## src/rtl/prog_ctr_pkg.sv

```systemverilog
// Shared types and defaults for the fetch-stage program counter sequencer.
package prog_ctr_pkg;

  typedef enum logic [1:0] {
    IDLE = 2'd0,
    RUN  = 2'd1,
    HALT = 2'd2
  } state_t;

  localparam int PC_W_DEF       = 10;
  localparam int CNT_W_DEF      = 16;
  localparam int PROG1_BASE_DEF = 0;
  localparam int PROG2_BASE_DEF = 256;
  localparam int PROG3_BASE_DEF = 512;

  // ProgSel encoding; 0 is not a real program and falls back to program 1.
  localparam logic [1:0] SEL_P1 = 2'd1;
  localparam logic [1:0] SEL_P2 = 2'd2;
  localparam logic [1:0] SEL_P3 = 2'd3;

endpackage

```

## src/rtl/sat_counter.sv

```systemverilog
// Saturating up-counter with synchronous clear; sticks at all-ones.
module sat_counter #(
  parameter int W = 16
) (
  input  logic         clk,
  input  logic         rst,
  input  logic         clr,
  input  logic         en,
  output logic [W-1:0] cnt
);

  always_ff @(posedge clk) begin
    if (rst)                    cnt <= '0;
    else if (clr)               cnt <= '0;
    else if (en && cnt != '1)   cnt <= cnt + W'(1);
  end

endmodule

```

## src/rtl/prog_ctr_seq.sv

```systemverilog
// Fetch-stage PC sequencer: launch/abort/halt control, stalls, base-relative
// branch redirect and a saturating RUN-cycle counter.
module prog_ctr_seq
  import prog_ctr_pkg::*;
#(
  parameter int PC_W       = PC_W_DEF,
  parameter int PROG1_BASE = PROG1_BASE_DEF,
  parameter int PROG2_BASE = PROG2_BASE_DEF,
  parameter int PROG3_BASE = PROG3_BASE_DEF,
  parameter int CNT_W      = CNT_W_DEF
) (
  input  logic             Clk,
  input  logic             Reset,
  input  logic             Start,
  input  logic [1:0]       ProgSel,
  input  logic             Stall,
  input  logic             BranchEn,
  input  logic             Taken,
  input  logic [7:0]       Target,
  input  logic             HaltReq,
  output logic [PC_W-1:0]  ProgCtr,
  output logic             FetchEn,
  output logic             Done,
  output logic [CNT_W-1:0] CycleCnt
);

  localparam logic [PC_W-1:0] BASE1 = PC_W'(PROG1_BASE);
  localparam logic [PC_W-1:0] BASE2 = PC_W'(PROG2_BASE);
  localparam logic [PC_W-1:0] BASE3 = PC_W'(PROG3_BASE);

  state_t          state, state_nxt;
  logic            start_q;
  logic [PC_W-1:0] base, base_nxt, pc_nxt, sel_base, tgt_ext;
  logic            cnt_clr, cnt_en;

  assign tgt_ext = PC_W'(Target);

  always_comb begin
    case (ProgSel)
      SEL_P2:  sel_base = BASE2;
      SEL_P3:  sel_base = BASE3;
      default: sel_base = BASE1;
    endcase
  end

  always_comb begin
    state_nxt = state;
    pc_nxt    = ProgCtr;
    base_nxt  = base;
    cnt_clr   = 1'b0;
    cnt_en    = 1'b0;
    case (state)
      IDLE: begin
        if (Start) begin
          pc_nxt  = '0;
          cnt_clr = 1'b1;
        end else if (start_q) begin
          // falling edge of Start launches the selected program
          base_nxt  = sel_base;
          pc_nxt    = sel_base;
          cnt_clr   = 1'b1;
          state_nxt = RUN;
        end
      end
      RUN: begin
        if (Start) begin
          state_nxt = IDLE;
        end else begin
          cnt_en = 1'b1;
          if (HaltReq) begin
            state_nxt = HALT;
          end else if (!Stall) begin
            if (BranchEn && Taken) pc_nxt = base + tgt_ext;
            else                   pc_nxt = ProgCtr + PC_W'(1);
          end
        end
      end
      HALT: begin
        if (Start) state_nxt = IDLE;
      end
      default: state_nxt = IDLE;
    endcase
  end

  // FetchEn/Done are decoded from the next state so they stay pure flops.
  always_ff @(posedge Clk) begin
    if (Reset) begin
      state   <= IDLE;
      start_q <= 1'b0;
      base    <= '0;
      ProgCtr <= '0;
      FetchEn <= 1'b0;
      Done    <= 1'b0;
    end else begin
      state   <= state_nxt;
      start_q <= Start;
      base    <= base_nxt;
      ProgCtr <= pc_nxt;
      FetchEn <= (state_nxt == RUN);
      Done    <= (state_nxt == HALT);
    end
  end

  sat_counter #(.W(CNT_W)) u_cycle_cnt (
    .clk (Clk),
    .rst (Reset),
    .clr (cnt_clr),
    .en  (cnt_en),
    .cnt (CycleCnt)
  );

endmodule

```

## config.mk

```make
export PLATFORM = sky130hd
export DESIGN_NAME = prog_ctr_seq
export DESIGN_NICKNAME = d
export VERILOG_FILES = /design/src/rtl/prog_ctr_pkg.sv /design/src/rtl/sat_counter.sv /design/src/rtl/prog_ctr_seq.sv
export SDC_FILE = /design/constraint.sdc
export NUM_CORES = 1
export LEC_CHECK = 0
export CAP_MARGIN = 10
export CELL_PAD_IN_SITES_DETAIL_PLACEMENT = 1
export CELL_PAD_IN_SITES_GLOBAL_PLACEMENT = 1
export CORE_MARGIN = 4
export CORE_UTILIZATION = 46
export DETAILED_ROUTE_END_ITERATION = 10
export DONT_BUFFER_PORTS = 1
export GPL_TIMING_DRIVEN = 1
export PLACE_DENSITY_LB_ADDON = 0.1
export SYNTH_ARGS = -nofsm -noshare
export SYNTH_HDL_FRONTEND = slang
export SYNTH_HIERARCHICAL = 1
export SYNTH_SLANG_ARGS = --single-unit
```

## constraint.sdc

```tcl
create_clock -name Clk -period 2.2 [get_ports Clk]
set_clock_uncertainty 0.2 [all_clocks]
set_input_delay 0.33 -clock Clk [delete_from_list [all_inputs] [get_ports Clk]]
set_output_delay 0.33 -clock Clk [all_outputs]
set_load 0.05 [all_outputs]
```

# Yosys cells after proc, flatten, opt, wreduce, memory -nomap -nowiden
# Index checks and enable logic that the tools add are counted.
[totals]
reg_bits = 41
input_bits = 17
out_inout_bits = 28
elab_cells = 48
[classes]
n_addsub = 3
n_eq_ne = 11
muxes = 19
bitwise_logic = 1
reduce_logical = 7
[op_table]
columns = ["op", "n"]
rows = [
  ["$mux W10", 6],
  ["$pmux W10 S2", 2],
  ["$add A16 B1 Y16 const B", 1],
  ["$ne A16 B16 Y1 const B", 1],
  ["$add A10 B1 Y10 const B", 1],
  ["$add A10 B8 Y10", 1],
  ["$mux W2", 5],
  ["$eq A2 B2 Y1 const B", 4],
  ["$ne A2 B2 Y1 const B", 3],
  ["$pmux W2 S3", 1],
  ["$mux W1", 5],
  ["$reduce_and A5 Y1", 1],
  ["$eq A2 B1 Y1 const B", 2],
  ["$ne A3 B3 Y1 const B", 1],
  ["$reduce_and A3 Y1", 1],
  ["$logic_and A1 B1 Y1", 2],
  ["$logic_not A2 Y1", 1],
  ["$reduce_bool A2 Y1", 1],
  ["$reduce_or A2 Y1", 1],
  ["$not A1 Y1", 1],
]

# Logic depth before layout (Yosys ltp)
# Gate-level depths: netlist (run 1).
[logic_depth]
word_depth = 6
ltp_mapped = 8
ltp_nobuf = 6

# By module
# The synthesis (run 1) kept the hierarchy.
[by_module_without_submodules]
columns = ["module", "n_inst", "cells_each", "area_per_inst_um2", "seq_area_each_um2"]
rows = [
  ["prog_ctr_seq", 1, 120, 935.9, 340.3],
  ["sat_counter", 1, 102, 917.1, 320.3],
]

# Least setup slack after synthesis (run 1)
# OpenSTA, ideal clock, no wires.
[synth_timing]
path_type = "reg-to-reg"
start = "reg u_cycle_cnt.cnt[0]"
end = "reg u_cycle_cnt.cnt[12]"
setup_ps = 91
t_arrival_ps = 1750
t_required_ps = 1909
path_slack_ps = 159
stages_incl_launch_ff = 7
n_path_buf = 1
synth_period_minus_slack_ps = 2041
cell_sequence = "dfxtp_1 -> ha_1 -> and4_4 -> and3_1 -> buf_4 -> a31oi_1 -> a311oi_1"
[synth_via]
elab_chain_cells = 2
elab_cells_between_ends = 3
cone_classes = "add/sub (1); eq/ne (1); reduce/logical (1)"
[synth_lines]
columns = ["item", "line", "text"]
rows = [
  ["start, declared", "sat_counter.sv:9", "output logic [W-1:0] cnt"],
  ["start signal, assigned", "sat_counter.sv:15", "else if (en && cnt != '1) cnt <= cnt + W'(1);"],
  ["branches (longest 2 deep; another with $add A16 B1 Y16)", "n/a", ""],
]
# Several ways; the timed one is not identified.
# A chain may end at the register's enable or synchronous reset.

# Worst setup path after layout (run 1)
[layout_timing]
start = "reg state[0]"
end = "reg ProgCtr[0]"
[layout_via]
elab_chain_cells = 3
elab_cells_between_ends = 9
cone_classes = "eq/ne (5); mux (1); reduce/logical (3)"
[layout_lines]
columns = ["item", "line", "text"]
rows = [
  ["start, declared", "prog_ctr_seq.sv:31", "state_t state, state_nxt;"],
  ["start signal, assigned", "prog_ctr_seq.sv:95", "state <= state_nxt;"],
  ["$eq A2 B1 Y1 / $logic_not A2 Y1 (equally long branches)", "prog_ctr_seq.sv:52", "case (state)"],
  ["$ne A2 B2 Y1 (no source line) (tied with other cells)", "n/a", ""],
  ["$reduce_and A5 Y1 (no source line)", "n/a", ""],
  ["end signal, assigned", "prog_ctr_seq.sv:98", "ProgCtr <= pc_nxt;"],
  ["end, declared", "prog_ctr_seq.sv:21", "output logic [PC_W-1:0] ProgCtr,"],
]
# Parallel ways exist; a longest one is shown, timed or not.

==> results of run 1 <==
## cell usage in the layout, fill, tap and decap left out, drive strengths merged, types with 3 or more instances in the layout
| master | netlist | final |
|---|---|---|
| dfxtp | 33 | 33 |
| buf | 8 | 33 |
| a21oi | 20 | 20 |
| nand2 | 19 | 19 |
| nor3 | 13 | 13 |
| nor2 | 12 | 12 |
| o21ai | 11 | 11 |
| mux2i | 10 | 10 |
| inv | 9 | 9 |
| or3 | 9 | 9 |
| nand3 | 8 | 8 |
| clkbuf | 4 | 7 |
| nand4 | 7 | 7 |
| and3 | 7 | 7 |
| a211oi | 5 | 5 |
| and2 | 5 | 5 |
| o32ai | 4 | 4 |
| a31oi | 4 | 4 |
| a21o | 3 | 3 |
| nor2b | 3 | 3 |
## layer usage
layer	up-vias	routed length, um	share of wire	global-route usage
li1	882	-	-	-
met1	893	2058	0.38	0.2277
met2	51	2959	0.55	0.4214
met3	10	333	0.061	0.06452
met4	0	65	0.012	0.09186
met5	-	0	0	0
## cells by family (layout without fill, tap and decap cells)
logic type	after synthesis	in the layout	share of synthesized area
adders and majority gates	2	2	0.01350
AOI/OAI and AO/OA	58	58	0.2053
muxes	10	10	0.05402
xor gates and xnor gates	2	2	0.009455
DFF	33	33	0.3565
and+or+nand+nor	95	95	0.2998
buffers and inverters	22	52	0.06143
## area by class of cell
type                    count  area [um^2]
clock buffers               7        96.34
multi-input cells         167         1087
inverters                   9        33.78
flip-flops and latches     33        660.6
clock inverters             1        5.005
repair buffers             35        267.8
well taps                  48        60.06
fillers                   465         1560
## power by group through the flow
stage | Sequential [W] | Clock (W) | Combinational, W
5_1_grt | 0.000609 | 0.000558 | 0.0000936
3_3_place_gp | 0.000622 | 0 | 0.0000740
6_report | 0.000609 | 0.000517 | 0.0000854
2_1_floorplan | 0.000626 | 0 | 0.0000573
4_1_cts | 0.000608 | 0.000537 | 0.0000854
3_5_place_dp | 0.000622 | 0 | 0.0000767
## metrics by stage
step                      power [W]  std cells  area (um^2)  hold slack (ps)    util
after global routing       0.001260        300         2211            9.184  0.5863
after global placement    0.0006955        290         2081            203.1  0.5518
after floorplan           0.0006832        222         1853            250.4       -
final                      0.001211        300         2211            18.50  0.5863
after CTS                  0.001230        300         2202            5.396  0.5839
after detailed placement  0.0006989        290         2081            205.7  0.5518
## how the worst max path moves through the flow
stage / from / end / slack [ps] / depth (start not counted)
floorplan: u_cycle_cnt/cnt[0] / u_cycle_cnt/cnt[12] / 160 / 6
global placement: state[1] / u_cycle_cnt/cnt[15] / 250 / 6
detailed placement: state[0] / u_cycle_cnt/cnt[11] / 120 / 6
CTS: state[0] / u_cycle_cnt/cnt[11] / 110 / 6
global route: state[0] / ProgCtr[0] / 10 / 4
finish: state[0] / ProgCtr[0] / 130 / 4
## what timing repair did
action | CTS | global route
hold endpoints to repair | 16 | 0
gates resized for setup | 0 | 2
hold buffers | 2 | 0
endpoints found under the setup margin | 0 | 9
## worst max-delay path: cells and delay by family (launching register included)
| kind | cells | cell delay (ps) |
|---|---|---|
| DFF | 1 | 480 |
| and+or+nand+nor | 2 | 880 |
| AOI/OAI and AO/OA | 2 | 450 |
## flip-flops by register name (all words and copies together) (netlist names)
name	count
u_cycle_cnt/cnt	16
FetchEn	1
ProgCtr	10
state	2
Done	1
start_q	1
base	2
==> results.sh, run 1 <==
export IMPL_status="finished clean"
export IMPL_hold_viol=0
export IMPL_cp_slowest_stage_delay_ps=480
export IMPL_synth_most_common_cell="dfxtp_1"
export IMPL_synth_edf_count=0
export IMPL_setup_viol=0
export IMPL_syn_avg_cell_area_um2=8.347
export IMPL_intPower_w=0.0009182
export IMPL_hold_class="in2reg"
export IMPL_synth_top_area_frac=0.3565
export IMPL_finalCritPeriodShare=0.9425
export IMPL_dr_pass1_iters=4
export IMPL_grt_pass1_wl_mm=9.149
export IMPL_cts_tree="done"
export IMPL_critPathCaptureType="flop"
export IMPL_dieArea_mm2=0.005108
export IMPL_worstSetupPathType="reg2reg"
export IMPL_yosys_top_cells_area="dfxtp_1, a21oi_1, mux2i_1"
export IMPL_synth_area_leader_cell="dfxtp_1"
export IMPL_grt_max_degree=17
export IMPL_globalplace_congestion=0.8310
export IMPL_die_width_um=71.47
export IMPL_synth_common_cells="dfxtp_1, a21oi_1, nand2_1"
export IMPL_synth_area_mm2=0.001853
export IMPL_port_buffers=0
export IMPL_holdPathEnd="u_cycle_cnt/cnt[13]"
export IMPL_cts_clk_slew_worst_paths_ps=70
export IMPL_r2r_cells=4
export IMPL_gr_usage_all_layers=0.2236
export IMPL_clk_path_buf_depth=2
export IMPL_fin_tns_setup_ps=0
export IMPL_tightest_slew_ps=667.2
export IMPL_critPathMaxFanout=12
export IMPL_p_leak_nw=0.8179
export IMPL_wl_per_cell_um=18.05
export IMPL_row_count=22
export IMPL_synth_seq_cells=33
export IMPL_yosysSeqAreaShare=0.3565
export IMPL_hpwl_mm=3.973
export IMPL_rsz0062_at_grt="false"
export IMPL_timing_final_crit_period_ps=2074
export IMPL_start_util=0.4914
export IMPL_syn_to_final_growth_pct=19.31
export IMPL_cap_violations=0
export IMPL_cp_required_ps=2210
export IMPL_cp_arrival_ps=2090
export IMPL_coreArea_mm2=0.003771
export IMPL_die_height_um=71.47
export IMPL_clkPwrFrac=0.427
export IMPL_slew_violations=0
export IMPL_crit_path_start_kind="flop"
export IMPL_yosys_warnings=6
export IMPL_power_switching_w=0.0002932
export IMPL_ys_flop_type="dfxtp_1"
export IMPL_synth_nets=241
export IMPL_power_density_mw_per_mm2=547.9
export IMPL_syn_inst=222
export IMPL_drcViolationCount=0
export IMPL_drtIter0Drc=50
export IMPL_hold_path_startpoint="Reset"
export IMPL_nets=270
export IMPL_vias=1836
export IMPL_cp_cell_sequence="or4b_1, a21o_1, or3_1, a21oi_1"
export IMPL_antenna_found_initial=0
export IMPL_numCtsBuffers=5
export IMPL_clkLatencyLatePin_ps=290
export IMPL_synthArstFlopShare=0
export IMPL_routed_wl_mm=5.416
export IMPL_io_pins=45
export IMPL_r2r_end="ProgCtr[0]"
export IMPL_r2r_setup_slack_ps=130
export IMPL_ir_drop_uv=347.9
export IMPL_htreeDepth=2
export IMPL_antenna_cells=0
export IMPL_holdPathStages=2
export IMPL_cts_root_buf="clkbuf_8"
export IMPL_first_global_vias=1937
export IMPL_power_frac_seq=0.502
export IMPL_r2r_start="state[0]"
export IMPL_vias_per_cell=6.120
export IMPL_fmax_mhz=482.3
export IMPL_swShare=0.2420
export IMPL_critPathSlowestCell="dfxtp_1"
export IMPL_post_cts_setup_buffers=0
export IMPL_comb_power_share=0.071
export IMPL_ant_nets=0
export IMPL_synth_cell_types=53
export IMPL_grt_ovfl_total=0
export IMPL_drive_above_1_share=0.2222
export IMPL_maxSlewHeadroom=0.5538
export IMPL_finalWorstSetupSlack_ps=126.5
export IMPL_dp_worst_setup_slack_ps=117.0
export IMPL_cts_sinks=33
No activity file was read; power rests on OpenSTA's default activity.
==> inputs of run 2 (changes only) <==
--- a/config.mk
+++ b/config.mk
@@ -8,7 +8,6 @@
 export CAP_MARGIN = 10
 export CELL_PAD_IN_SITES_DETAIL_PLACEMENT = 1
 export CELL_PAD_IN_SITES_GLOBAL_PLACEMENT = 1
-export CORE_MARGIN = 4
 export CORE_UTILIZATION = 46
 export DETAILED_ROUTE_END_ITERATION = 10
 export DONT_BUFFER_PORTS = 1
==> results.sh, run 2 (same netlist as run 1, synthesis figures left out) <==
export IMPL_die_height_um=65.47
export IMPL_whs_ps=21.01
export IMPL_vias=1865
export IMPL_cp_slowest_stage_delay_ps=470
export IMPL_nets=268
export IMPL_worstSetupPathType="reg2reg"
export IMPL_wl_met3_um=231
export IMPL_crit_end="ProgCtr[0]"
export IMPL_row_count=22
export IMPL_vias_per_cell=6.279
export IMPL_first_global_vias=1927
export IMPL_final_cell_mix="dfxtp_1, buf_4, a21oi_1"
export IMPL_cts_clk_slew_worst_paths_ps=70
export IMPL_maxSlewHeadroom=0.4799
export IMPL_slew_violations=0
export IMPL_power_density_mw_per_mm2=526.5
export IMPL_setup_viol=0
export IMPL_die_width_um=65.47
export IMPL_wl_met2_mm=3.066
export IMPL_cts_tree="done"
export IMPL_r2r_end="ProgCtr[0]"
export IMPL_drcViolationCount=0
export IMPL_p_leak_nw=0.7984
export IMPL_numCtsBuffers=5
export IMPL_wl_per_cell_um=18.76
export IMPL_ir_drop_uv=455.6
export IMPL_top_layer_used="met4"
export IMPL_cp_startpoint="state[0]"
export IMPL_cp_required_ps=2210
export IMPL_drtIter0Drc=134
export IMPL_htreeDepth=2
export IMPL_grt_pass1_wl_mm=8.983
export IMPL_grt_max_degree=17
export IMPL_largest_reg_flops=16
export IMPL_regMostFlops="u_cycle_cnt/cnt"
export IMPL_cts_root_buf="clkbuf_8"
export IMPL_r2r_start="state[0]"
export IMPL_layout_commonest_cell="dfxtp_1"
export IMPL_antenna_cells=0
export IMPL_port_buffers=0
export IMPL_dieArea_mm2=0.004286
export IMPL_final_cell_area_mm2=0.002195
export IMPL_critPathMaxFanout=12
export IMPL_r2r_setup_slack_ps=120
export IMPL_r2r_cells=4
export IMPL_cp_num_cells=4
export IMPL_gr_usage_all_layers=0.2771
export IMPL_cts_sinks=33
export IMPL_antenna_found_initial=0
export IMPL_holdPathStages=2
export IMPL_start_util=0.4914
export IMPL_status="finished clean"
export IMPL_cap_violations=0
export IMPL_hold_viol=0
export IMPL_drive_above_1_share=0.2209
export IMPL_dr_pass1_iters=4
export IMPL_dpl_instance_area_mm2=0.002066
export IMPL_syn_to_final_growth_pct=18.43
export IMPL_critPathSlowestCell="dfxtp_1"
export IMPL_critPathBufInv=0
export IMPL_clk_path_buf_depth=2
export IMPL_fin_util=0.5820
export IMPL_cp_cell_sequence="or4b_1, a21o_1, or3_1, a21oi_1"
export IMPL_ant_nets=0
export IMPL_hpwl_mm=4.073
export IMPL_hold_class="in2reg"
export IMPL_clkLatencyLatePin_ps=290
export IMPL_finalCritPeriodShare=0.9464
export IMPL_coreArea_mm2=0.003771
export IMPL_cp_top_family="simple AND/OR/NAND/NOR gates"
export IMPL_fmax_mhz=480.3
export IMPL_routed_wl_mm=5.571
export IMPL_cp_arrival_ps=2100
export IMPL_globalplace_congestion=0.8141
export IMPL_grt_ovfl_total=0
export IMPL_critPathCaptureType="flop"
export IMPL_io_pins=45
export IMPL_timing_final_crit_period_ps=2082
export IMPL_reg_top3="u_cycle_cnt/cnt: 16 flops, ProgCtr: 10 flops"
export IMPL_tightest_slew_ps=774.2
export IMPL_crit_path_start_kind="flop"
export IMPL_wl_met1_mm=2.122
## run 2: changes by cell type in the layout (fill, tap and decap cells not counted)
| cell | previous run | this run |
|---|---|---|
| a211oi_1 | 4 | 1 |
| a211oi_2 | 1 | 4 |
| buf_4 | 33 | 31 |
| clkbuf_1 | 0 | 1 |
| clkbuf_8 | 7 | 6 |
| clkinv_2 | 1 | 0 |
| nand3_1 | 8 | 7 |
| nand3_2 | 0 | 1 |
| nor4b_1 | 1 | 2 |
| nor4b_2 | 1 | 0 |
## run 2: power by group
group	switching, W	leakage (nW)	internal (W)
registers	0.00000691	0.266	0.000602
logic	0.0000530	0.488	0.0000298
clock network	0.000216	0.0443	0.000248
## run 2: how the worst min path moves through the flow
stage / from / to
2_1_floorplan: base[9] / base[9]
3_3_place_gp: Reset / start_q
3_5_place_dp: Reset / start_q
4_1_cts: ProgSel[1] / base[9]
5_1_grt: Reset / u_cycle_cnt/cnt[11]
6_report: ProgSel[1] / base[9]
## run 2: metrics by stage
| stage | worst slack, ps | total power (W) | TNS [ps] | instances |
|---|---|---|---|---|
| 4_1_cts | 20.58 | 0.001163 | 0 | 297 |
| 5_1_grt | -4.672 | 0.001199 | -4.672 | 297 |
| 6_report | 117.8 | 0.001155 | 0 | 297 |
| 2_1_floorplan | 159.5 | 0.0006832 | 0 | 222 |
| 3_5_place_dp | 12.09 | 0.0006956 | 0 | 288 |
| 3_3_place_gp | 243.2 | 0.0006907 | 0 | 288 |
## run 2: final cells by class
type / instances / area, um^2
clock buffers: 7 / 86.33
flip-flops and latches: 33 / 660.6
repair buffers: 33 / 252.7
fillers: 473 / 1577
multi-input cells: 167 / 1101
well taps: 48 / 60.06
inverters: 9 / 33.78
## run 2: worst reg2reg max path: cells and delay by family (launching register included)
family	cells	cell delay [ps]
simple gates	2	880
compound gates	2	460
flops	1	470
## run 2: repair_timing
action,4_1_cts,5_1_grt
endpoints found under the hold margin,16,0
hold buffers,2,0
gates resized for setup,2,3
endpoints found under the setup margin,1,7
buffers inserted,0,0
## run 2: per-layer routing
layer	track usage	vias to the layer above
met1	0.2874	913
met2	0.5245	49
met4	0.1141	0
met3	0.06597	20
met5	0	-
li1	-	883
==> inputs of run 3 (changes only) <==
--- a/config.mk
+++ b/config.mk
@@ -13,6 +13,7 @@
 export DONT_BUFFER_PORTS = 1
 export GPL_TIMING_DRIVEN = 1
 export PLACE_DENSITY_LB_ADDON = 0.1
+export RECOVER_POWER = 50
 export SYNTH_ARGS = -nofsm -noshare
 export SYNTH_HDL_FRONTEND = slang
 export SYNTH_HIERARCHICAL = 1
==> results.sh, run 3 (same netlist as run 1, synthesis figures left out) <==
export IMPL_ant_nets=0
export IMPL_maxSlewHeadroom=0.4785
export IMPL_grt_ovfl_total=0
export IMPL_grt_pass1_wl_mm=8.983
export IMPL_hold_path_startpoint="ProgSel[1]"
export IMPL_fillers=493
export IMPL_grt_max_degree=17
export IMPL_hpwl_mm=4.073
export IMPL_regMostFlops="u_cycle_cnt/cnt"
export IMPL_cts_root_buf="clkbuf_8"
export IMPL_critPathCaptureType="flop"
export IMPL_r2r_setup_slack_ps=100
export IMPL_hold_viol=0
export IMPL_drive_above_1_share=0.1406
export IMPL_status="finished clean"
export IMPL_multi_input_area_mm2=0.001101
export IMPL_hold_class="in2reg"
export IMPL_power_density_mw_per_mm2=545.4
export IMPL_cp_arrival_ps=2060
export IMPL_use_met2=0.5245
export IMPL_tightest_slew_ps=776.3
export IMPL_finalCritPeriodShare=0.9523
export IMPL_numCtsBuffers=5
export IMPL_globalplace_congestion=0.8141
export IMPL_slew_violations=0
export IMPL_ir_drop_uv=455.7
export IMPL_whs_ps=20.67
export IMPL_port_buffers=0
export IMPL_routed_wl_mm=5.554
export IMPL_crit_path_start_kind="flop"
export IMPL_cp_required_ps=2170
export IMPL_syn_to_final_growth_pct=14.38
export IMPL_cts_tree="done"
export IMPL_use_met1=0.2874
export IMPL_setup_viol=0
export IMPL_row_count=22
export IMPL_gr_usage_all_layers=0.2771
export IMPL_final_cell_mix="dfxtp_1, clkbuf_1, a21oi_1"
export IMPL_post_cts_setup_buffers=0
export IMPL_dpl_instance_area_mm2=0.002066
export IMPL_start_util=0.4914
export IMPL_antenna_cells=0
export IMPL_cp_startpoint="ProgCtr[1]"
export IMPL_dr_pass1_iters=4
export IMPL_p_leak_nw=0.7129
export IMPL_cts_clk_slew_worst_paths_ps=70
export IMPL_r2r_end="ProgCtr[7]"
export IMPL_timing_final_crit_period_ps=2095
export IMPL_gr_max_usage_layer="met2"
export IMPL_clkLatencyLatePin_ps=290
export IMPL_vias_per_cell=6.283
export IMPL_reg_top3="u_cycle_cnt/cnt: 16 flops, ProgCtr: 10 flops"
export IMPL_die_width_um=65.47
export IMPL_r2r_start="ProgCtr[1]"
export IMPL_drtIter0Drc=108
export IMPL_io_pins=45
export IMPL_wl_per_cell_um=18.70
export IMPL_nets=268
export IMPL_critPathMaxFanout=4
export IMPL_dieArea_mm2=0.004286
export IMPL_htreeDepth=2
export IMPL_die_height_um=65.47
export IMPL_vias=1866
export IMPL_clk_path_buf_depth=2
export IMPL_crit_end="ProgCtr[7]"
export IMPL_worstSetupPathType="reg2reg"
export IMPL_layout_commonest_cell="dfxtp_1"
export IMPL_final_seq_area_um2=660.6
export IMPL_largest_reg_flops=16
export IMPL_cap_violations=0
export IMPL_power_total_w=0.001156
export IMPL_cts_sinks=33
export IMPL_gr_usage_met3=0.06597
export IMPL_r2r_cells=6
export IMPL_fmax_mhz=477.3
export IMPL_first_global_vias=1927
export IMPL_antenna_found_initial=0
export IMPL_coreArea_mm2=0.003771
export IMPL_final_cell_area_mm2=0.002120
export IMPL_drcViolationCount=0
[run 3: cell count changes in the layout (fill, tap and decap cells not counted), sizes merged]
cell | before | now
clkbuf | 7 | 27
buf | 31 | 11
[run 3: timing repair]
action                                  CTS  global route
gates resized for setup                   2             3
hold buffers                              2             0
endpoints found under the hold margin    16             0
endpoints found under the setup margin    1             7
[run 3: layout make-up]
cell class / count / share of cell area
Multi-Input combinational cell: 167 / 0.5195
Sequential cell: 33 / 0.3117
Timing Repair Buffer: 33 / 0.08383
Clock buffer: 7 / 0.04073
Tap cell: 48 / 0.02834
Inverter: 9 / 0.01594
[run 3: stage by stage]
| stage | util | setup TNS, ps | setup WS, ps | instances |
|---|---|---|---|---|
| floorplan | - | 0 | 159.5 | 222 |
| detailed placement | 0.5478 | 0 | 12.09 | 288 |
| finish | 0.5620 | 0 | 104.9 | 297 |
| global placement | 0.5478 | 0 | 243.2 | 288 |
| global route | 0.5620 | -4.672 | -4.672 | 297 |
| CTS | 0.5786 | 0 | 20.58 | 297 |
[run 3: worst max-delay path, stage by stage (launching register included)]
cell and delay [ps]:
dfxtp_1 350, clkbuf_1 560, and4_1 370, nand4_1 120, xnor2_1 150, mux2i_1 140
o21ai_0 90
[run 3: worst min-delay path by stage]
stage,end,cells past startpoint,slack [ps]
6_report,base[9],2,20
5_1_grt,u_cycle_cnt/cnt[11],2,30
3_5_place_dp,start_q,1,200
3_3_place_gp,start_q,1,200
4_1_cts,base[9],2,10
2_1_floorplan,base[9],2,250
[run 3: per-layer routing]
metal | wire [um] | vias to the layer above
li1 | - | 883
met1 | 2116 | 915
met2 | 3045 | 49
met3 | 243 | 19
met4 | 148 | 0
met5 | 0 | -
[run 3: power by group]
part	switching, W	total, W	internal, W	leakage (nW)
registers	0.00000683	0.000609	0.000602	0.266
logic	0.0000529	0.0000817	0.0000288	0.402
clock network	0.000217	0.000465	0.000248	0.0443
total	0.000277	0.00116	0.000879	0.713
